**src/rtl/rv32_pipe_hazard_ctrl_if.sv**
```systemverilog
// Hazard-control bundle between the decode/execute pipeline and the sequencing controller.
// The controller takes the slave modport. The pipeline (or a bench) takes the master modport.
interface rv32_pipe_hazard_ctrl_if;
  logic [4:0] id_rs1;
  logic [4:0] id_rs2;
  logic       id_uses_rs1;
  logic       id_uses_rs2;
  logic [4:0] ex_rd;
  logic       ex_is_load;
  logic       branch_taken;
  logic       mdu_start;
  logic       mdu_done;
  logic       dmem_req;
  logic       dmem_ack;
  logic       pc_stall;
  logic       if_id_stall;
  logic       if_id_flush;
  logic       id_ex_stall;
  logic       id_ex_flush;
  logic       pipe_busy;
  logic       mdu_timeout;
  logic [2:0] state;

  // Handshake: dmem_req is held by MEM until the cycle dmem_ack is seen; an ack
  // in the request cycle completes the access with no stall. mdu_start and
  // mdu_done are single-cycle pulses, and mdu_done is accepted only in MDU_WAIT.
  modport slave (
    input  id_rs1, id_rs2, id_uses_rs1, id_uses_rs2, ex_rd, ex_is_load,
           branch_taken, mdu_start, mdu_done, dmem_req, dmem_ack,
    output pc_stall, if_id_stall, if_id_flush, id_ex_stall, id_ex_flush,
           pipe_busy, mdu_timeout, state
  );

  modport master (
    output id_rs1, id_rs2, id_uses_rs1, id_uses_rs2, ex_rd, ex_is_load,
           branch_taken, mdu_start, mdu_done, dmem_req, dmem_ack,
    input  pc_stall, if_id_stall, if_id_flush, id_ex_stall, id_ex_flush,
           pipe_busy, mdu_timeout, state
  );
endinterface

```
**src/rtl/rv32_pipe_hazard_ctrl.sv**
```systemverilog
// Pipeline sequencing controller: load-use bubbles, branch flush window, and freezes
// while an MDU op or a data-memory access is outstanding.
module rv32_pipe_hazard_ctrl #(
  parameter int FLUSH_CYCLES = 2,
  parameter int MDU_TIMEOUT  = 64
) (
  input logic                  clk,
  input logic                  rst_n,
  rv32_pipe_hazard_ctrl_if.slave hz
);

  typedef enum logic [2:0] {
    RUN      = 3'd0,
    FLUSH    = 3'd1,
    MDU_WAIT = 3'd2,
    MEM_WAIT = 3'd3
  } state_t;

  localparam logic [2:0] FLUSH_RELOAD = 3'(FLUSH_CYCLES - 1);
  localparam logic [7:0] TO_LAST      = 8'(MDU_TIMEOUT - 1);

  state_t     state_q, state_d;
  logic [2:0] flush_cnt_q, flush_cnt_d;
  logic [7:0] to_cnt_q, to_cnt_d;
  logic       pending_q, pending_d;
  logic       armed_q;
  logic       load_use;

  // Outputs stay quiet for the first full cycle after reset release.
  always_ff @(posedge clk or negedge rst_n) begin
    if (!rst_n) begin
      state_q     <= RUN;
      flush_cnt_q <= '0;
      to_cnt_q    <= '0;
      pending_q   <= 1'b0;
      armed_q     <= 1'b0;
    end else begin
      state_q     <= state_d;
      flush_cnt_q <= flush_cnt_d;
      to_cnt_q    <= to_cnt_d;
      pending_q   <= pending_d;
      armed_q     <= 1'b1;
    end
  end

  assign load_use = hz.ex_is_load && (hz.ex_rd != 5'd0) &&
                    ((hz.id_uses_rs1 && (hz.id_rs1 == hz.ex_rd)) ||
                     (hz.id_uses_rs2 && (hz.id_rs2 == hz.ex_rd)));

  always_comb begin
    state_d        = state_q;
    flush_cnt_d    = flush_cnt_q;
    to_cnt_d       = to_cnt_q;
    pending_d      = pending_q;
    hz.pc_stall    = 1'b0;
    hz.if_id_stall = 1'b0;
    hz.if_id_flush = 1'b0;
    hz.id_ex_stall = 1'b0;
    hz.id_ex_flush = 1'b0;
    hz.pipe_busy   = 1'b0;
    hz.mdu_timeout = 1'b0;

    if (armed_q) begin
      unique case (state_q)
        RUN: begin
          if (hz.branch_taken) begin
            hz.if_id_flush = 1'b1;
            hz.id_ex_flush = 1'b1;
            if (FLUSH_CYCLES > 1) begin
              state_d     = FLUSH;
              flush_cnt_d = FLUSH_RELOAD;
            end
          end else if (hz.dmem_req && !hz.dmem_ack) begin
            hz.pipe_busy   = 1'b1;
            hz.pc_stall    = 1'b1;
            hz.if_id_stall = 1'b1;
            state_d        = MEM_WAIT;
            if (hz.mdu_start) pending_d = 1'b1;
          end else if (hz.mdu_start) begin
            hz.pipe_busy   = 1'b1;
            hz.pc_stall    = 1'b1;
            hz.if_id_stall = 1'b1;
            state_d        = MDU_WAIT;
            to_cnt_d       = '0;
          end else if (load_use) begin
            hz.pc_stall    = 1'b1;
            hz.if_id_stall = 1'b1;
            hz.id_ex_stall = 1'b1;
          end
        end

        FLUSH: begin
          hz.if_id_flush = 1'b1;
          hz.id_ex_flush = 1'b1;
          if (hz.branch_taken) begin
            flush_cnt_d = FLUSH_RELOAD;
          end else if (flush_cnt_q <= 3'd1) begin
            state_d     = RUN;
            flush_cnt_d = '0;
          end else begin
            flush_cnt_d = flush_cnt_q - 3'd1;
          end
        end

        MEM_WAIT: begin
          if (!hz.dmem_ack) begin
            hz.pipe_busy   = 1'b1;
            hz.pc_stall    = 1'b1;
            hz.if_id_stall = 1'b1;
          end else if (pending_q) begin
            state_d   = MDU_WAIT;
            pending_d = 1'b0;
            to_cnt_d  = '0;
          end else begin
            state_d = RUN;
          end
        end

        MDU_WAIT: begin
          // A done arriving on the last allowed cycle beats the abort.
          if (hz.mdu_done) begin
            state_d = RUN;
          end else if (to_cnt_q >= TO_LAST) begin
            hz.mdu_timeout = 1'b1;
            state_d        = RUN;
          end else begin
            hz.pipe_busy   = 1'b1;
            hz.pc_stall    = 1'b1;
            hz.if_id_stall = 1'b1;
            to_cnt_d       = to_cnt_q + 8'd1;
          end
        end

        default: state_d = RUN;
      endcase
    end
  end

  assign hz.state = state_q;

endmodule

```
**src/flat_wrapper.sv**
```systemverilog
// flat-port wrapper written by rule: the top's interface ports become plain ports
module rv32_pipe_hazard_ctrl_flat 
#(
  parameter int FLUSH_CYCLES = 2,
  parameter int MDU_TIMEOUT  = 64
)
  (clk, rst_n, hz_id_rs1, hz_id_rs2, hz_id_uses_rs1, hz_id_uses_rs2, hz_ex_rd, hz_ex_is_load, hz_branch_taken, hz_mdu_start, hz_mdu_done, hz_dmem_req, hz_dmem_ack, hz_pc_stall, hz_if_id_stall, hz_if_id_flush, hz_id_ex_stall, hz_id_ex_flush, hz_pipe_busy, hz_mdu_timeout, hz_state);
  rv32_pipe_hazard_ctrl_if hz_i ();
  input logic clk;
  input logic rst_n;
  input wire logic [$bits(hz_i.id_rs1)-1:0] hz_id_rs1;
  input wire logic [$bits(hz_i.id_rs2)-1:0] hz_id_rs2;
  input wire logic [$bits(hz_i.id_uses_rs1)-1:0] hz_id_uses_rs1;
  input wire logic [$bits(hz_i.id_uses_rs2)-1:0] hz_id_uses_rs2;
  input wire logic [$bits(hz_i.ex_rd)-1:0] hz_ex_rd;
  input wire logic [$bits(hz_i.ex_is_load)-1:0] hz_ex_is_load;
  input wire logic [$bits(hz_i.branch_taken)-1:0] hz_branch_taken;
  input wire logic [$bits(hz_i.mdu_start)-1:0] hz_mdu_start;
  input wire logic [$bits(hz_i.mdu_done)-1:0] hz_mdu_done;
  input wire logic [$bits(hz_i.dmem_req)-1:0] hz_dmem_req;
  input wire logic [$bits(hz_i.dmem_ack)-1:0] hz_dmem_ack;
  output wire logic [$bits(hz_i.pc_stall)-1:0] hz_pc_stall;
  output wire logic [$bits(hz_i.if_id_stall)-1:0] hz_if_id_stall;
  output wire logic [$bits(hz_i.if_id_flush)-1:0] hz_if_id_flush;
  output wire logic [$bits(hz_i.id_ex_stall)-1:0] hz_id_ex_stall;
  output wire logic [$bits(hz_i.id_ex_flush)-1:0] hz_id_ex_flush;
  output wire logic [$bits(hz_i.pipe_busy)-1:0] hz_pipe_busy;
  output wire logic [$bits(hz_i.mdu_timeout)-1:0] hz_mdu_timeout;
  output wire logic [$bits(hz_i.state)-1:0] hz_state;
  assign hz_i.id_rs1 = hz_id_rs1;
  assign hz_i.id_rs2 = hz_id_rs2;
  assign hz_i.id_uses_rs1 = hz_id_uses_rs1;
  assign hz_i.id_uses_rs2 = hz_id_uses_rs2;
  assign hz_i.ex_rd = hz_ex_rd;
  assign hz_i.ex_is_load = hz_ex_is_load;
  assign hz_i.branch_taken = hz_branch_taken;
  assign hz_i.mdu_start = hz_mdu_start;
  assign hz_i.mdu_done = hz_mdu_done;
  assign hz_i.dmem_req = hz_dmem_req;
  assign hz_i.dmem_ack = hz_dmem_ack;
  assign hz_pc_stall = hz_i.pc_stall;
  assign hz_if_id_stall = hz_i.if_id_stall;
  assign hz_if_id_flush = hz_i.if_id_flush;
  assign hz_id_ex_stall = hz_i.id_ex_stall;
  assign hz_id_ex_flush = hz_i.id_ex_flush;
  assign hz_pipe_busy = hz_i.pipe_busy;
  assign hz_mdu_timeout = hz_i.mdu_timeout;
  assign hz_state = hz_i.state;
  rv32_pipe_hazard_ctrl #(.FLUSH_CYCLES(FLUSH_CYCLES), .MDU_TIMEOUT(MDU_TIMEOUT)) u_core (.clk(clk), .rst_n(rst_n), .hz(hz_i));
endmodule
```
**config.mk**
```make
export PLATFORM = sky130hd
export DESIGN_NAME = rv32_pipe_hazard_ctrl_flat
export DESIGN_NICKNAME = d
export VERILOG_FILES = /design/src/rtl/rv32_pipe_hazard_ctrl_if.sv /design/src/rtl/rv32_pipe_hazard_ctrl.sv /design/src/flat_wrapper.sv
export SDC_FILE = /design/constraint.sdc
export NUM_CORES = 1
export LEC_CHECK = 0
export CORE_MARGIN = 2
export CORE_UTILIZATION = 50
export CTS_CLUSTER_SIZE = 24
export DETAILED_ROUTE_END_ITERATION = 10
export PLACE_DENSITY = 0.84
export REMOVE_ABC_BUFFERS = 1
export SYNTH_ARGS = -nofsm -noshare
export SYNTH_HDL_FRONTEND = slang
export SYNTH_SLANG_ARGS = --single-unit
```
**constraint.sdc**
```tcl
create_clock -name clk -period 3.3 [get_ports clk]
set_input_delay 0.33 -clock clk [delete_from_list [all_inputs] [get_ports clk]]
set_output_delay 0.33 -clock clk [all_outputs]
set_load 0.02 [all_outputs]
```
[After elaboration in Yosys (flattened, before gate mapping)]
Cells that the tools add are included.
Storage, ports and cells
  register bits: 16
  input port bits: 25
  output and inout port bits: 10
  word-level logic and storage cells: 96
Operators by class
  add/sub/neg operators: 2
  magnitude comparators: 2
  equal/unequal tests: 18
  mux-type cells: 53
  reduce and logical (&&, ||, !) cells: 16
Operator list (count)
  2-to-1 mux 8 bit: 7
  2-to-1 mux 3 bit: 11
  2-to-1 mux 1 bit: 27
  case mux 8 bit (3 select lines): 1
  != test 2 bit, second input constant: 8
  case mux 3 bit (4 select lines): 1
  AND reduction 6 bit: 2
  == test 5 bit: 2
  AND reduction 9 bit: 1
  adder 8 x 1 -> 8 bit, second input constant: 1
  >= comparator 8 x 6 -> 1 bit, second input constant: 1
  == test 3 x 2 -> 1 bit, second input constant: 2
  != test 2 x 1 -> 1 bit, second input constant: 3
  case mux 1 bit (3 select lines): 2
  case mux 3 bit (2 select lines): 1
  logical AND 1 bit: 5
  nonzero test 5 bit: 1
  != test 4 x 3 -> 1 bit, second input constant: 1
  case mux 1 bit (2 select lines): 2
  nonzero test 2 bit: 2
  == test 3 x 1 -> 1 bit, second input constant: 1
  <= comparator 3 x 1 -> 1 bit, second input constant: 1
  logical NOT 3 bit: 1
  != test 3 x 2 -> 1 bit, second input constant: 1
  6 further kinds: 6

[Depth between registers and ports, before layout]
  word-level depth: 10
  mapped depth: 8
  depth with buffers taken out: 7

[Worst setup path after synthesis]
No wires, ideal clock.
  path type: register to output
  start point: reg u_core.to_cnt_q[0]
  end point: out hz_pc_stall
  data arrival time: 2345 ps
  data required time: 2970 ps
  path slack: 625 ps
  stages on the path, launching flop included: 8
  path through: dfrtp_1 -> ha_1 -> and3_1 -> a31oi_4 -> nand2_1 -> a311oi_1 -> o21bai_1 -> buf_4
Between the ends
  longest elaborated chain between the ends: 5
RTL lines
  from (decl): line rv32_pipe_hazard_ctrl.sv:24  | logic [7:0] to_cnt_q, to_cnt_d;
  from (signal assigned): line rv32_pipe_hazard_ctrl.sv:40  | to_cnt_q <= to_cnt_d;
  >= comparator 8 x 6 -> 1 bit: line rv32_pipe_hazard_ctrl.sv:123  | end else if (to_cnt_q >= TO_LAST) begin
  2-to-1 mux 1 bit (2 in a row)
  case mux 1 bit (3 select lines)
  2-to-1 mux 1 bit
  to (decl): line flat_wrapper.sv:22  | output wire logic [$bits(hz_i.pc_stall)-1:0] hz_pc_stall;
No other way between the ends.

[Worst setup path in the final report]
  start point: reg u_core.to_cnt_q[0]
  end point: out hz_pc_stall
Between the ends
  longest elaborated chain between the ends: 5
RTL lines
  >= comparator 8 x 6 -> 1 bit: line rv32_pipe_hazard_ctrl.sv:123
  2-to-1 mux 1 bit: line rv32_pipe_hazard_ctrl.sv:123
  2-to-1 mux 1 bit: line rv32_pipe_hazard_ctrl.sv:121  | if (hz.mdu_done) begin
  case mux 1 bit (3 select lines): line rv32_pipe_hazard_ctrl.sv:64  | unique case (state_q)
  2-to-1 mux 1 bit: line rv32_pipe_hazard_ctrl.sv:63  | if (armed_q) begin
No other way between the ends.

==> impl.org <==
** Synthesis
- Synthesis-stage register bit count :: 15
- The share of synthesized area in the top cell type comes to 31.9%.
- Post-synthesis instance area :: approximately 0.0012 mm^2
- The biggest area contributor in the post-synthesis netlist is sky130_fd_sc_hd__dfrtp_1.
- Cell count after synthesis :: 131
- Synthesized area per cell :: around 9 um^2
- Yosys mapped a number of flops with a built-in enable equal to 0.
- For this run, the number of Yosys warnings is 0.
- After synthesis, the cell types taking the most area are sky130_fd_sc_hd__dfrtp_1 (32%), sky130_fd_sc_hd__ha_1 (7.5%), sky130_fd_sc_hd__xor2_1 (6.0%), sky130_fd_sc_hd__a221o_1 (3.4%), sky130_fd_sc_hd__inv_1 (3.2%).
- Synthesis instantiated 44 different standard cells from the library.
- For this run, asynchronously set or reset flops after synthesis account for 100%.
- Sequential elements use between 30% and 40% of the synthesized area.
- Ys flop type :: sky130_fd_sc_hd__dfrtp_1

** Critical path
- Worst setup SP type :: flop
- Critical path launch point :: u_core.to_cnt_q[0]
- The worst setup path is captured at an output pin.
- Classification of the worst setup path :: reg2out
- Maximum net fanout on the critical path :: 8
- Timing endpoint of the critical path :: hz_pc_stall
- For the worst setup path, the data arrival time is approximately 2.7 ns.
- Traced cell by cell, the critical path runs through ha_1, and3_1, a31oi_4, nand2_1, a311oi_1, o21bai_1, clkdlybuf4s50_1.
- Crit-path slowest cell :: sky130_fd_sc_hd__clkdlybuf4s50_1
- Data required time of the critical path :: 2.97 ns
- The worst register-to-register path ends at u_core.to_cnt_q[1].
- Max incr delay on CP :: 0.63 ns
- Number of cells traversed by the worst register-to-register path :: 7
- Launching point of the worst reg2reg path :: u_core.hz.state[0]
- Reg2reg setup slack :: 1.06 ns

** Global route
- In the global route stage, met3 resource usage came out at 4.29%.
- The number of antenna violations at the first check in global routing is 0.
- Pin count of the biggest net entering global routing :: 18
- The first global-routing pass estimated 4.44 mm of wire.
- Met1 Resource Use GR :: 25.1%
- After global routing, the most crowded layer is met2.
- Number of global-route vias before repair :: a little over 1000
- The total overflow left after global routing is 0.
- Met2 usage in global routing :: 40.0%
- Global-route total usage across every layer :: 21.4%

** Detailed routing
- Using the TritonRoute via totals, the vias-per-cell ratio works out to roughly 5.7.
- In the routed design, unresolved DRC markers number 0.
- Routed WL per cell :: between 10 and 15 um
- Antenna-violating nets left :: 0
- Pre-Repair DR Iteration Count :: 4
- Total routed wirelength :: 2.69 mm
- Overall via count from detail_route :: 1086
- The first routing iteration left 16 violations.

** Final layout
- The repair_antennas step left the layout with diodes totalling 0.
- Most frequent cells in the layout :: sky130_fd_sc_hd__clkdlybuf4s50_1 (33), sky130_fd_sc_hd__dfrtp_1 (15), sky130_fd_sc_hd__inv_1 (10)
- For this run, the post-layout net count is 196.
- Synth-to-layout area growth :: 30.2%
- For this run, the number of standard cells in the final layout without fillers is 191.
- In the final layout, the share of cells above drive strength 1 is 6.13%.
- At the end of the flow the core is filled with cells to 69.2%.
- After filler insertion, the fill cell instance count of the layout stands at 176.
- Most common cell after layout, fill and taps aside :: sky130_fd_sc_hd__clkdlybuf4s50_1

** Clock tree
- In this run the number of H-tree levels came out at 1.
- Clock slew at the register clock pins of the worst setup and hold paths :: around 0.090 ns
- In this run the post-CTS setup repair buffer count came out at 0.
- CTS tree :: yes
- The tree is rooted in a sky130_fd_sc_hd__clkbuf_4.
- Clock tree synthesis inserted a total of 3 buffers.
- Counting along the longest clock path gives a buffer depth of 2.
- Number of clock sinks seen by CTS :: 15
- # resized after CTS :: 0
- The later pin in the worst-skew pair is clocked with a latency of 0.28 ns.
- After clock tree synthesis, the flow added hold-fix buffers numbering 0.

** Placement
- Setup WS pre-CTS :: 0.377 ns
- Summed over all nets, the half-perimeter wirelength after detailed placement is 2.08 mm.
- Once placement completed, the tool counted placed cells totaling 187.
- Routability-driven placement finished with a final weighted congestion of 0.877.
- Port buffering added 33 buffers.

** STA
- Across all hold checks on the routed design, the worst slack comes to 0.434 ns.
- For the pin with the worst max-slew slack, the measured transition is 0.652 ns.
- The smallest clock period supported by the final layout is computed as ~3.0 ns.
- In the post-route analysis, the smallest setup slack over all paths is around 0.28 ns.
- Between clock sinks in the finished design, the worst skew comes to 0.00251 ns.
- Dividing the final minimum period by the clock period gives 91.4%.
- Relative slew margins :: ~56%
- Summed over all failing endpoints, the final setup total negative slack is 0 ns.
- Total count of max-transition violations in the final report :: 0
- Highest clock rate :: roughly 330 MHz
- Final setup violating endpoints :: 0
- Setup repair after global routing left no endpoint under its margin.
- The number of hold violations in the final report is 0.

** Power and ir drop
- Dividing total power by cell area gives a power density of ~540 mW/mm^2.
- Leakage :: 0.000645 uW
- VDD IR max :: 0.000422 V

** Floorplanning
- Height of the die :: 52.5 um
- The die covers ~0.0028 mm^2.
- For this configuration, the core starts out at a cell density of around 53%.
- 35 I/O pins were placed.
- Number of placement rows :: 17
- Die boundary width :: 52.5 um
- Standard cell core area :: approximately 0.0022 mm^2

** Outcome
- Run status :: finished clean

** Run
- Max-cap violations in this run came to 0.

** Worst hold path
- Hold Crit Class :: in2async
-- per-layer routing --
layer	routed length [um]	up-vias
met3	162	3
met2	1420	43
met5	0	-
met4	8	0
li1	-	535
met1	1090	505
-- cell families (layout without fill, tap and decap cells) --
family / count (synthesis) / after routing / share of synthesized area (%)
other: 2 / 2 / 0.639
flip-flops: 15 / 15 / 31.9
XOR/XNOR: 10 / 10 / 7.46
buffers and inverters: 15 / 47 / 6.39
adder cells (fa/ha/maj): 7 / 7 / 7.45
AO/OA/AOI/OAI: 37 / 37 / 24.6
AND/OR/NAND/NOR: 45 / 45 / 21.5
-- area by class of cell --
class	instances	area, um^2	area share [%]
Multi-Input combinational cell	101	724	47.3
Sequential cell	15	375	24.5
Timing Repair Buffer	33	330	21.6
Inverter	10	37.5	2.45
Tap cell	28	35.0	2.29
Clock buffer	3	22.5	1.47
Clock inverter	1	5.00	0.327
-- flip-flops by register name, summed over array words and instances (netlist names) --
signal / count
u_core.hz.state: 2
u_core.pending_q: 1
u_core.flush_cnt_q: 3
u_core.armed_q: 1
u_core.to_cnt_q: 8
-- worst min-delay path by stage --
stage | start | end | slack [ns]
6_report | rst_n | u_core.hz.state[1] | 0.43
5_1_grt | rst_n | u_core.to_cnt_q[7] | 0.52
4_1_cts | rst_n | u_core.hz.state[1] | 0.47
3_5_place_dp | u_core.to_cnt_q[6] | u_core.to_cnt_q[6] | 0.50
3_3_place_gp | u_core.to_cnt_q[6] | u_core.to_cnt_q[6] | 0.49
2_1_floorplan | rst_n | u_core.armed_q | 0.03
-- power breakdown --
group	switching, uW	internal (uW)	total, uW
Sequential	39.9	222	261
Clock	62.4	45.0	107
Combinational	251	200	451
-- through the flow --
stage | total power, uW | instance area [um^2]
after floorplan | 548 | 1140
after global placement | 696 | 1500
after detailed placement | 714 | 1500
after CTS | 820 | 1530
after global routing | 889 | 1530
final | 820 | 1530
-- worst max-delay path, delay by kind of cell, from the launching register on --
kind | cells | cell delay, ns
AO/OA/AOI/OAI | 3 | 0.78
buffers and inverters | 1 | 0.63
adder cells (fa/ha/maj) | 1 | 0.23
flip-flops | 1 | 0.42
AND/OR/NAND/NOR | 2 | 0.34
-- cells in the mapped netlist, types with 2 or more instances --
cell and n:
sky130_fd_sc_hd__a21oi_1 7, sky130_fd_sc_hd__a221o_1 4, sky130_fd_sc_hd__a22o_1 2, sky130_fd_sc_hd__a311oi_1 2, sky130_fd_sc_hd__and3_1 3, sky130_fd_sc_hd__and3b_1 3
sky130_fd_sc_hd__buf_4 3, sky130_fd_sc_hd__conb_1 2, sky130_fd_sc_hd__dfrtp_1 15, sky130_fd_sc_hd__ha_1 7, sky130_fd_sc_hd__inv_1 10, sky130_fd_sc_hd__nand2_1 7
sky130_fd_sc_hd__nand2b_1 3, sky130_fd_sc_hd__nand3_1 3, sky130_fd_sc_hd__nor2_1 7, sky130_fd_sc_hd__nor2b_1 5, sky130_fd_sc_hd__nor3_1 3, sky130_fd_sc_hd__nor4_1 2
sky130_fd_sc_hd__o21a_1 3, sky130_fd_sc_hd__o21ai_0 7, sky130_fd_sc_hd__or3_1 2, sky130_fd_sc_hd__xnor2_1 2, sky130_fd_sc_hd__xor2_1 8
(Power assumes the default switching activity.)
